===== src/rtl/lsu_pkg.sv =====
// Shared types and encodings for the load/store unit.
// Optional feature macro: LSU_MISALIGN_EN (byte-beat splitting of misaligned accesses).
package lsu_pkg;

  typedef enum logic [1:0] {
    S_IDLE   = 2'd0,
    S_ACCESS = 2'd1,
    S_RESP   = 2'd2
  } state_t;

  // RV32I funct3 for loads/stores
  localparam logic [2:0] F3_B  = 3'b000;
  localparam logic [2:0] F3_H  = 3'b001;
  localparam logic [2:0] F3_W  = 3'b010;
  localparam logic [2:0] F3_BU = 3'b100;
  localparam logic [2:0] F3_HU = 3'b101;

  // data_mem mem_type encodings
  localparam logic [2:0] MT_B  = 3'b000;
  localparam logic [2:0] MT_H  = 3'b001;
  localparam logic [2:0] MT_W  = 3'b010;
  localparam logic [2:0] MT_BU = 3'b011;
  localparam logic [2:0] MT_HU = 3'b100;
  localparam logic [2:0] MT_SB = 3'b000;
  localparam logic [2:0] MT_SH = 3'b001;
  localparam logic [2:0] MT_SW = 3'b010;

  function automatic logic f3_legal(input logic we, input logic [2:0] f3);
    if (we) return (f3 == F3_B) || (f3 == F3_H) || (f3 == F3_W);
    return (f3 == F3_B) || (f3 == F3_H) || (f3 == F3_W) || (f3 == F3_BU) || (f3 == F3_HU);
  endfunction

  function automatic logic misaligned(input logic [2:0] f3, input logic [31:0] addr);
    case (f3[1:0])
      2'b01:   return addr[0];
      2'b10:   return |addr[1:0];
      default: return 1'b0;
    endcase
  endfunction

  // Reads always go out unsigned; extension happens in lsu_load_ext.
  function automatic logic [2:0] mem_type_of(input logic we, input logic [2:0] f3);
    case (f3[1:0])
      2'b00:   return we ? MT_SB : MT_BU;
      2'b01:   return we ? MT_SH : MT_HU;
      default: return we ? MT_SW : MT_W;
    endcase
  endfunction

  function automatic logic [1:0] last_beat_idx(input logic [2:0] f3);
    return (f3[1:0] == 2'b01) ? 2'd1 : 2'd3;
  endfunction

endpackage


===== src/rtl/lsu_load_ext.sv =====
// Load result formatting: mask raw data to the access size, then sign/zero-extend.
module lsu_load_ext
  import lsu_pkg::*;
(
  input  logic [2:0]  funct3,
  input  logic [31:0] raw,
  output logic [31:0] data
);

  always_comb begin
    data = raw;
    case (funct3)
      F3_B:    data = {{24{raw[7]}}, raw[7:0]};
      F3_H:    data = {{16{raw[15]}}, raw[15:0]};
      F3_BU:   data = {24'd0, raw[7:0]};
      F3_HU:   data = {16'd0, raw[15:0]};
      default: data = raw;
    endcase
  end

endmodule


===== src/rtl/lsu.sv =====
// Load/store unit: one request at a time between the core and data_mem.
// Optional feature macro: LSU_MISALIGN_EN splits misaligned half/word accesses into byte beats.
module lsu
  import lsu_pkg::*;
(
  input  logic        clk,
  input  logic        rst,
  input  logic        req_valid,
  output logic        req_ready,
  input  logic        req_we,
  input  logic [2:0]  req_funct3,
  input  logic [31:0] req_addr,
  input  logic [31:0] req_wdata,
  output logic        resp_valid,
  output logic [31:0] resp_rdata,
  output logic        resp_err,
  output logic        mem_rd_en,
  output logic        mem_wr_en,
  output logic [2:0]  mem_type,
  output logic [31:0] mem_addr,
  output logic [31:0] mem_wdata,
  input  logic [31:0] mem_rdata
);

  state_t      state_q, state_d;
  logic        we_q, err_q;
  logic [2:0]  f3_q;
  logic [31:0] addr_q, wdata_q, raw_q, ext_data;
  logic        accept, req_err, last_beat;

  assign accept = (state_q == S_IDLE) && req_valid;

`ifdef LSU_MISALIGN_EN
  logic       split_q;
  logic [1:0] beat_q;

  assign req_err   = !f3_legal(req_we, req_funct3);
  assign last_beat = !split_q || (beat_q == last_beat_idx(f3_q));
`else
  assign req_err   = !f3_legal(req_we, req_funct3) || misaligned(req_funct3, req_addr);
  assign last_beat = 1'b1;
`endif

  always_ff @(posedge clk) begin
    if (rst) begin
      state_q <= S_IDLE;
      we_q    <= 1'b0;
      err_q   <= 1'b0;
      f3_q    <= 3'd0;
      addr_q  <= 32'd0;
      wdata_q <= 32'd0;
      raw_q   <= 32'd0;
`ifdef LSU_MISALIGN_EN
      split_q <= 1'b0;
      beat_q  <= 2'd0;
`endif
    end else begin
      state_q <= state_d;
      if (accept) begin
        we_q    <= req_we;
        err_q   <= req_err;
        f3_q    <= req_funct3;
        addr_q  <= req_addr;
        wdata_q <= req_wdata;
        raw_q   <= 32'd0;
`ifdef LSU_MISALIGN_EN
        split_q <= !req_err && misaligned(req_funct3, req_addr);
        beat_q  <= 2'd0;
`endif
      end else if (state_q == S_ACCESS) begin
`ifdef LSU_MISALIGN_EN
        // Split reads assemble one byte per beat into the buffer.
        if (split_q) begin
          raw_q[{beat_q, 3'b000} +: 8] <= mem_rdata[7:0];
          beat_q                       <= beat_q + 2'd1;
        end else begin
          raw_q <= mem_rdata;
        end
`else
        raw_q <= mem_rdata;
`endif
      end
    end
  end

  always_comb begin
    state_d = state_q;
    case (state_q)
      S_IDLE:   if (req_valid) state_d = req_err ? S_RESP : S_ACCESS;
      S_ACCESS: if (last_beat) state_d = S_RESP;
      S_RESP:   state_d = S_IDLE;
      default:  state_d = S_IDLE;
    endcase
  end

  always_comb begin
    mem_rd_en = 1'b0;
    mem_wr_en = 1'b0;
    mem_type  = 3'd0;
    mem_addr  = 32'd0;
    mem_wdata = 32'd0;
    if (state_q == S_ACCESS) begin
      mem_rd_en = !we_q && !rst;
      mem_wr_en = we_q && !rst;
      mem_type  = mem_type_of(we_q, f3_q);
      mem_addr  = addr_q;
      mem_wdata = wdata_q;
`ifdef LSU_MISALIGN_EN
      if (split_q) begin
        mem_type  = we_q ? MT_SB : MT_BU;
        mem_addr  = addr_q + {30'd0, beat_q};
        mem_wdata = {24'd0, wdata_q[{beat_q, 3'b000} +: 8]};
      end
`endif
    end
  end

  lsu_load_ext u_ext (
    .funct3 (f3_q),
    .raw    (raw_q),
    .data   (ext_data)
  );

  assign req_ready  = (state_q == S_IDLE);
  assign resp_valid = (state_q == S_RESP);
  assign resp_err   = (state_q == S_RESP) && err_q;
  assign resp_rdata = ((state_q == S_RESP) && !we_q && !err_q) ? ext_data : 32'd0;

endmodule


===== config.mk =====
export PLATFORM = sky130hd
export DESIGN_NAME = lsu
export DESIGN_NICKNAME = d
export VERILOG_FILES = /design/src/rtl/lsu_pkg.sv /design/src/rtl/lsu_load_ext.sv /design/src/rtl/lsu.sv
export SDC_FILE = /design/constraint.sdc
export NUM_CORES = 1
export LEC_CHECK = 0
export CAP_MARGIN = 40
export CORE_ASPECT_RATIO = 0.7
export CORE_UTILIZATION = 42
export DETAILED_ROUTE_END_ITERATION = 10
export GPL_ROUTABILITY_DRIVEN = 0
export GPL_TIMING_DRIVEN = 0
export PLACE_DENSITY = 0.86
export SLEW_MARGIN = 10
export SYNTH_ARGS = -nofsm -noshare
export SYNTH_HDL_FRONTEND = slang
export SYNTH_HIERARCHICAL = 1
export SYNTH_SLANG_ARGS = --single-unit

===== constraint.sdc =====
create_clock -name clk -period 1.6 [get_ports clk]
set_input_delay 0.24 -clock clk [delete_from_list [all_inputs] [get_ports clk]]
set_output_delay 0.24 -clock clk [all_outputs]
set_load 0.01 [all_outputs]

==> impl_metrics.ini, run 1 <==
[route]
ant_nets = 0
routed_wl_mm = 16.4
drt_first_pass_iters = 5
drtIter0Drc = 213
detail_route.wl_per_cell_um = 15.4
drc = 0
via_per_inst = 4.90
vias = 5223

[finish]
final_core_utilization_pct = 76.8
fin_cells = 1065
syn2layout_area_growth_pct = 78.5
drive_above_1_share_pct = 36.2
num-fill-cells = 787
diodes = 0
final_nets = 1015

[synthesis]
avgSynthCellArea_sq_um = 7.33
syn_area_sq_um = 4740
synthFlopType = dfxtp_1
synth.distinct_cells = 32
synth_top_area_share_pct = 43.5
ys.warnings.count = 6
synth-seq-cells = 103
synth_commonest_cells = 224 x nand2_1, 103 x dfxtp_1, 101 x a21oi_1
yosysTopAreaCell = dfxtp_1
yosysMostFrequentCell = nand2_1
netlist_top_cells_area = dfxtp_1 44%, nand2_1 18%, and2_1 13%, a21oi_1 11%, buf_2 2.7%
syn_nets = 752
ys_seq_area_share_pct = 43.5
synthCells = 646
synth_edf_count = 0
async_flop_share_pct = 0

[floorplanning]
ios = 207
die_w_um = 129
core.rowCount = 32
design.die.area_sq_um = 11700
core_sq_um = 11000
die_h_um = 90.9
initial_utilization_pct = 43.0

[clocking]
cts_max_level = 3
cts_tree = done
clock_path_buffers = 2
cts.sinks = 103
clk_latency_ns = 0.35
clkTransAtPathRegs_ns = 0.07
hold_buffers = 0
numCtsBuffers = 9
cts_root_buf = clkbuf_16

[global_route]
grt_util_all_layers_pct = 26.7
grt_max_degree = 16
grt_pass1_wl_mm = 24.4
antenna_found_initial = 0
overflow = 0
grt_pass1_vias = 4907

[flow_run]
drv_cap = 0

[sta]
fin_ws_ns = -0.417
hold_violations = 0
rsz0062_at_grt = yes
slew_violations = 0
period_needed_ns = 2.02
relSlewSlack_pct = 64.1
hold_slack_ns = 0.437
finalCritPeriodShare_pct = 126
finalSetupViolCount = 97
tightest_slew_ns = 0.538
fin_skew_ns = 0.00726
fmax_ghz = 0.496

[pwr]
totalPowerFinal_mw = 6.40
power_density_nw_per_um2 = 756
irDropWorstVdd_uv = 574
leakage_nw = 3.61

[setup_path]
cp_max_fo = 8
arrival_ns = 1.78
path_class = flip-flop to output pin
start_kind = flip-flop
critPathRequiredTime_ns = 1.36
endpoint_kind = output pin

[placed_design]
portBuffers = 206
dp.cells = 1005
post-dp-hpwl_mm = 10.5

[outcome]
status = finished, violations left
violations = negative setup slack

[min_path]
hold_class = input pin to flip-flop
cells in the final DEF (no fill, tap or decap), types with 2 or more instances in the layout:
master,instances
nand2_1,220
a21oi_1,100
nand2_2,4
buf_4,26
o21ai_0,19
clkbuf_8,6
nand2b_4,2
dfxtp_1,98
clkbuf_1,6
nor3_1,2
clkbuf_16,11
dlygate4sd2_1,3
and2_4,90
nor3b_4,2
buf_12,6
nor2_1,6
clkbuf_4,2
o21ai_1,5
bufinv_16,2
clkbuf_2,3
ha_1,3
buf_8,20
buf_6,113
inv_1,2
dfxtp_4,4
o21ai_2,2
buf_2,26
clkdlybuf4s50_1,101
and2_1,8
through the flow:
| step | setup WS [ns] | setup TNS [ns] | cell area, sq um |
|---|---|---|---|
| 2_1_floorplan | 0.0389 | 0 | 4740 |
| 4_1_cts | -0.404 | -25.58 | 7880 |
| 5_1_grt | -0.472 | -30.22 | 8460 |
| 3_5_place_dp | -0.837 | -82.06 | 6990 |
| 6_report | -0.417 | -25.21 | 8460 |
| 3_3_place_gp | -0.846 | -81.20 | 6990 |
worst max-delay path, stage by stage (launching register included):
cell,delay [ns]
dfxtp_4,0.36
and2b_1,0.23
nor3b_4,0.24
buf_6,0.16
buf_8,0.12
buf_6,0.10
and2_4,0.13
buf_6,0.09
area by class of cell:
type	count	area, sq um	area share, %
Clock buffer	11	253	2.99
Sequential cell	103	2080	24.6
Inverter	2	7.51	0.0888
Clock inverter	3	67.6	0.799
Timing Repair Buffer	261	2780	32.8
Buffer	51	437	5.16
Multi-Input combinational cell	481	2650	31.3
Tap cell	153	191	2.26
routing by layer:
metal	part of all wire, %	up-vias	routed length, um	global-route usage, %
li1	-	2569	-	-
met1	42	2422	6900	32.3
met2	47	206	7630	44.9
met3	9.7	26	1590	9.24
met4	1.7	0	282	6.96
met5	0	-	0	0
final timing paths:
kind	from	endpoint	slack [ns]	depth (start not counted)
worst min-delay path	req_wdata[3]	wdata_q[3]$_SDFFE_PP0P_	0.44	3
worst min register to register	addr_q[1]$_SDFFE_PP0P_	addr_q[1]$_SDFFE_PP0P_	0.46	2
worst max register to register	state_q[1]$_SDFFE_PP0P_	wdata_q[21]$_SDFFE_PP0P_	0.02	7
worst max-delay path	state_q[0]$_SDFFE_PP0P_	resp_rdata[12]	-0.42	7
power by group:
group	switching (mW)	leakage, nW	total (mW)	internal, mW
sequential	0.0911	0.845	2.79	2.70
combinational	0.542	2.61	1.22	0.674
clock	0.947	0.154	2.39	1.44
sequential cells by signal, indices dropped and copies added (netlist names):
register / count
err_q: 1
f3_q: 3
state_q: 2
wdata_q: 32
addr_q: 32
raw_q: 32
we_q: 1
timing repair:
item,CTS,global route
pin swaps,57,31
gates resized for setup,625,129
buffers inserted,32,16
endpoints found under the setup margin,140,147
cloned,6,3
kinds of logic (layout without fill, tap and decap cells):
family,Yosys count,in the layout,share of synthesized area (%)
buffers and inverters,62,328,6.97
adders and majority gates,3,3,0.792
muxes,1,1,0.290
AOI/OAI and AO/OA,131,131,14.1
xor gates and xnor gates,1,1,0.185
and+or+nand+nor,345,345,34.1
DFF,103,103,43.5
No activity file was read; power rests on OpenSTA's default activity.
==> inputs of run 2 (changes only) <==
--- a/config.mk
+++ b/config.mk
@@ -5,7 +5,6 @@
 export SDC_FILE = /design/constraint.sdc
 export NUM_CORES = 1
 export LEC_CHECK = 0
-export CAP_MARGIN = 40
 export CORE_ASPECT_RATIO = 0.7
 export CORE_UTILIZATION = 42
 export DETAILED_ROUTE_END_ITERATION = 10
==> results of run 2 <==
No change in the layout: final DEF, timing and power equal those of run 1.
==> inputs of run 3 (changes only) <==
--- a/config.mk
+++ b/config.mk
@@ -10,9 +10,8 @@
 export DETAILED_ROUTE_END_ITERATION = 10
 export GPL_ROUTABILITY_DRIVEN = 0
 export GPL_TIMING_DRIVEN = 0
-export PLACE_DENSITY = 0.86
+export PLACE_DENSITY = 0.87
 export SLEW_MARGIN = 10
 export SYNTH_ARGS = -nofsm -noshare
 export SYNTH_HDL_FRONTEND = slang
-export SYNTH_HIERARCHICAL = 1
 export SYNTH_SLANG_ARGS = --single-unit
==> impl_metrics.ini, run 3 <==
[flow_run]
drv_cap = 0

[sta]
rsz0062_at_grt = yes
finalCritPeriodShare_pct = 130
finalSetupViolCount = 110
fin_skew_ns = 0.00353
fin_setup_tns_ns = -29.09
fin_ws_ns = -0.474
fmax_ghz = 0.482
relSlewSlack_pct = 60.2
period_needed_ns = 2.07
tightest_slew_ns = 0.597
slew_violations = 0
hold_violations = 0

[finish]
regArea_sq_um = 2080
drive_above_1_share_pct = 35.8
final_cell_mix = 195 x nand2_1, 101 x clkdlybuf4s50_1, 98 x dfxtp_1, 96 x a21oi_1, 85 x buf_6
fin_area_sq_um = 8280
final_nets = 994
top_regs = addr_q (32), raw_q (32), wdata_q (32)
final_core_utilization_pct = 79.1
final_common_cell = nand2_1
diodes = 0
syn2layout_area_growth_pct = 81.1
multiInputGateArea_sq_um = 2690
fin_cells = 1025
num-fill-cells = 704

[synthesis]
ys.warnings.count = 0
synth_commonest_cells = 201 x nand2_1, 108 x a21oi_1, 103 x dfxtp_1
ys_seq_area_share_pct = 45.1
synthSimpleGateAreaFrac_pct = 33.5
yosysMostFrequentCell = nand2_1
synth-seq-cells = 103
synth_top_area_share_pct = 45.1
avgSynthCellArea_sq_um = 7.41
synthCells = 617
synth_fa_ha_area_share_pct = 0.821
muxShareOfSynthArea_pct = 0.246
synth_compound_gate_area_share_pct = 14.0
synth_top_family_by_area = simple AND/OR/NAND/NOR gates
syn_nets = 723
async_flop_share_pct = 0
synth.distinct_cells = 29
synth-xor-area-share_pct = 0.192
yosysTopAreaCell = dfxtp_1
synth_edf_count = 0
synthFlopType = dfxtp_1
syn_area_sq_um = 4570
netlist_top_cells_area = dfxtp_1 45%, nand2_1 16%, a21oi_1 12%, and2_1 10%, nor2b_1 2.3%

[setup_path]
crit_start = state_q[0]$_SDFFE_PP0P_
path_class = flip-flop to output pin
cp_max_fo = 8
r2r_slack_ns = -0.06
r2r_end = f3_q[0]$_SDFFE_PP0P_
critPathRequiredTime_ns = 1.36
endpoint_kind = output pin
r2r_start = state_q[0]$_SDFFE_PP0P_
start_kind = flip-flop
arrival_ns = 1.83
cp-endpoint = resp_rdata[29]
reg2reg_depth = 7

[global_route]
grt_pass1_vias = 4772
antenna_found_initial = 0
grt_util_all_layers_pct = 27.2
grt_pass1_wl_mm = 23.8
overflow = 0
grt_max_degree = 16

[clocking]
cts_tree = done
clk_latency_ns = 0.35
cts.sinks = 103
numCtsBuffers = 9
hold_buffers = 0
clock_path_buffers = 2
cts_max_level = 3
cts_root_buf = clkbuf_16
clkTransAtPathRegs_ns = 0.07

[pwr]
irDropWorstVdd_uv = 634
power_density_nw_per_um2 = 779
leakage_nw = 3.52
totalPowerFinal_mw = 6.45

[floorplanning]
die_h_um = 89.3
ios = 207
core_sq_um = 10500
die_w_um = 127
design.die.area_sq_um = 11300
initial_utilization_pct = 43.7
core.rowCount = 31

[placed_design]
portBuffers = 205
placed_area_sq_um = 6790
post-dp-hpwl_mm = 10.3
dp.cells = 954

[route]
drtIter0Drc = 243
drc = 0
drt_first_pass_iters = 5
detail_route.wl_per_cell_um = 16.0
via_per_inst = 5.02
ant_nets = 0
vias = 5148
routed_wl_mm = 16.4

[min_path]
hold_class = input pin to flip-flop

[outcome]
status = finished, violations left
violations = negative setup slack
-- run 3: cell types whose count changed in the layout (fill, tap and decap cells not counted), sizes merged, moves of 3 or more --
cell and change:
o21ai -15, nor2 +3, nor2b +17, and2 -25
nand2 -23, nor3 +17, a21oi +8
-- run 3: worst min-delay path by stage --
stage	slack, ns	cells past startpoint	from	end
3_3_place_gp	0.44	2	addr_q[18]$_SDFFE_PP0P_	addr_q[18]$_SDFFE_PP0P_
4_1_cts	0.43	3	req_wdata[23]	wdata_q[23]$_SDFFE_PP0P_
3_5_place_dp	0.44	2	addr_q[31]$_SDFFE_PP0P_	addr_q[31]$_SDFFE_PP0P_
5_1_grt	0.44	3	req_addr[31]	addr_q[31]$_SDFFE_PP0P_
2_1_floorplan	0.38	2	mem_rdata[10]	raw_q[10]$_SDFFE_PP0P_
6_report	0.43	3	req_wdata[11]	wdata_q[11]$_SDFFE_PP0P_
-- run 3: routing by layer --
metal / wire length (um) / GRT usage [%] / up-vias
li1: - / - / 2531
met1: 6760 / 32.4 / 2400
met2: 7870 / 47.3 / 198
met3: 1540 / 9.87 / 19
met4: 195 / 7.36 / 0
met5: 0 / 0 / -
-- run 3: cells by family (layout without fill, tap and decap cells) --
| kind of cell | after synthesis | in the layout |
|---|---|---|
| flip-flops | 103 | 103 |
| AO/OA/AOI/OAI | 125 | 125 |
| XOR/XNOR | 1 | 1 |
| buffers and inverters | 54 | 329 |
| adder cells (fa/ha/maj) | 3 | 3 |
| AND/OR/NAND/NOR | 330 | 331 |
| multiplexers | 1 | 1 |
-- run 3: timing repair --
item                                   4_1_cts  5_1_grt
setup endpoints to repair                  174      164
pin swaps                                   47       25
buffers inserted                            32       21
cloned                                       8        4
resized for setup                          594      133
endpoints found under the hold margin        0        0
-- run 3: cell type report --
type	instances	area share, %
Buffer	45	5.23
Clock buffer	12	2.86
Clock inverter	4	0.846
Inverter	4	0.181
Multi-Input combinational cell	461	32.5
Sequential cell	103	25.1
Tap cell	132	1.99
Timing Repair Buffer	264	31.3
-- run 3: worst max-delay path, cell delays in order, from the launching register on --
cell and delay (ns):
dfxtp_4 0.36, nand2b_4 0.14, or3_4 0.33, buf_12 0.16, buf_12 0.14, nor3_4 0.19, buf_2 0.17
-- run 3: through the flow --
stage,setup slack (ns),hold slack [ns]
after floorplan,-0.0685,0.375
after global placement,-1.01,0.437
after detailed placement,-0.977,0.442
after CTS,-0.487,0.432
after global routing,-0.525,0.438
final,-0.474,0.434
-- run 3: where the power goes --
part           internal [mW]  total [mW]  switching, mW  leakage (nW)
clock network           1.37        2.31          0.945         0.151
registers               2.70        2.79         0.0870         0.845
logic                  0.730        1.35          0.619          2.53
total                   4.80        6.45           1.65          3.52
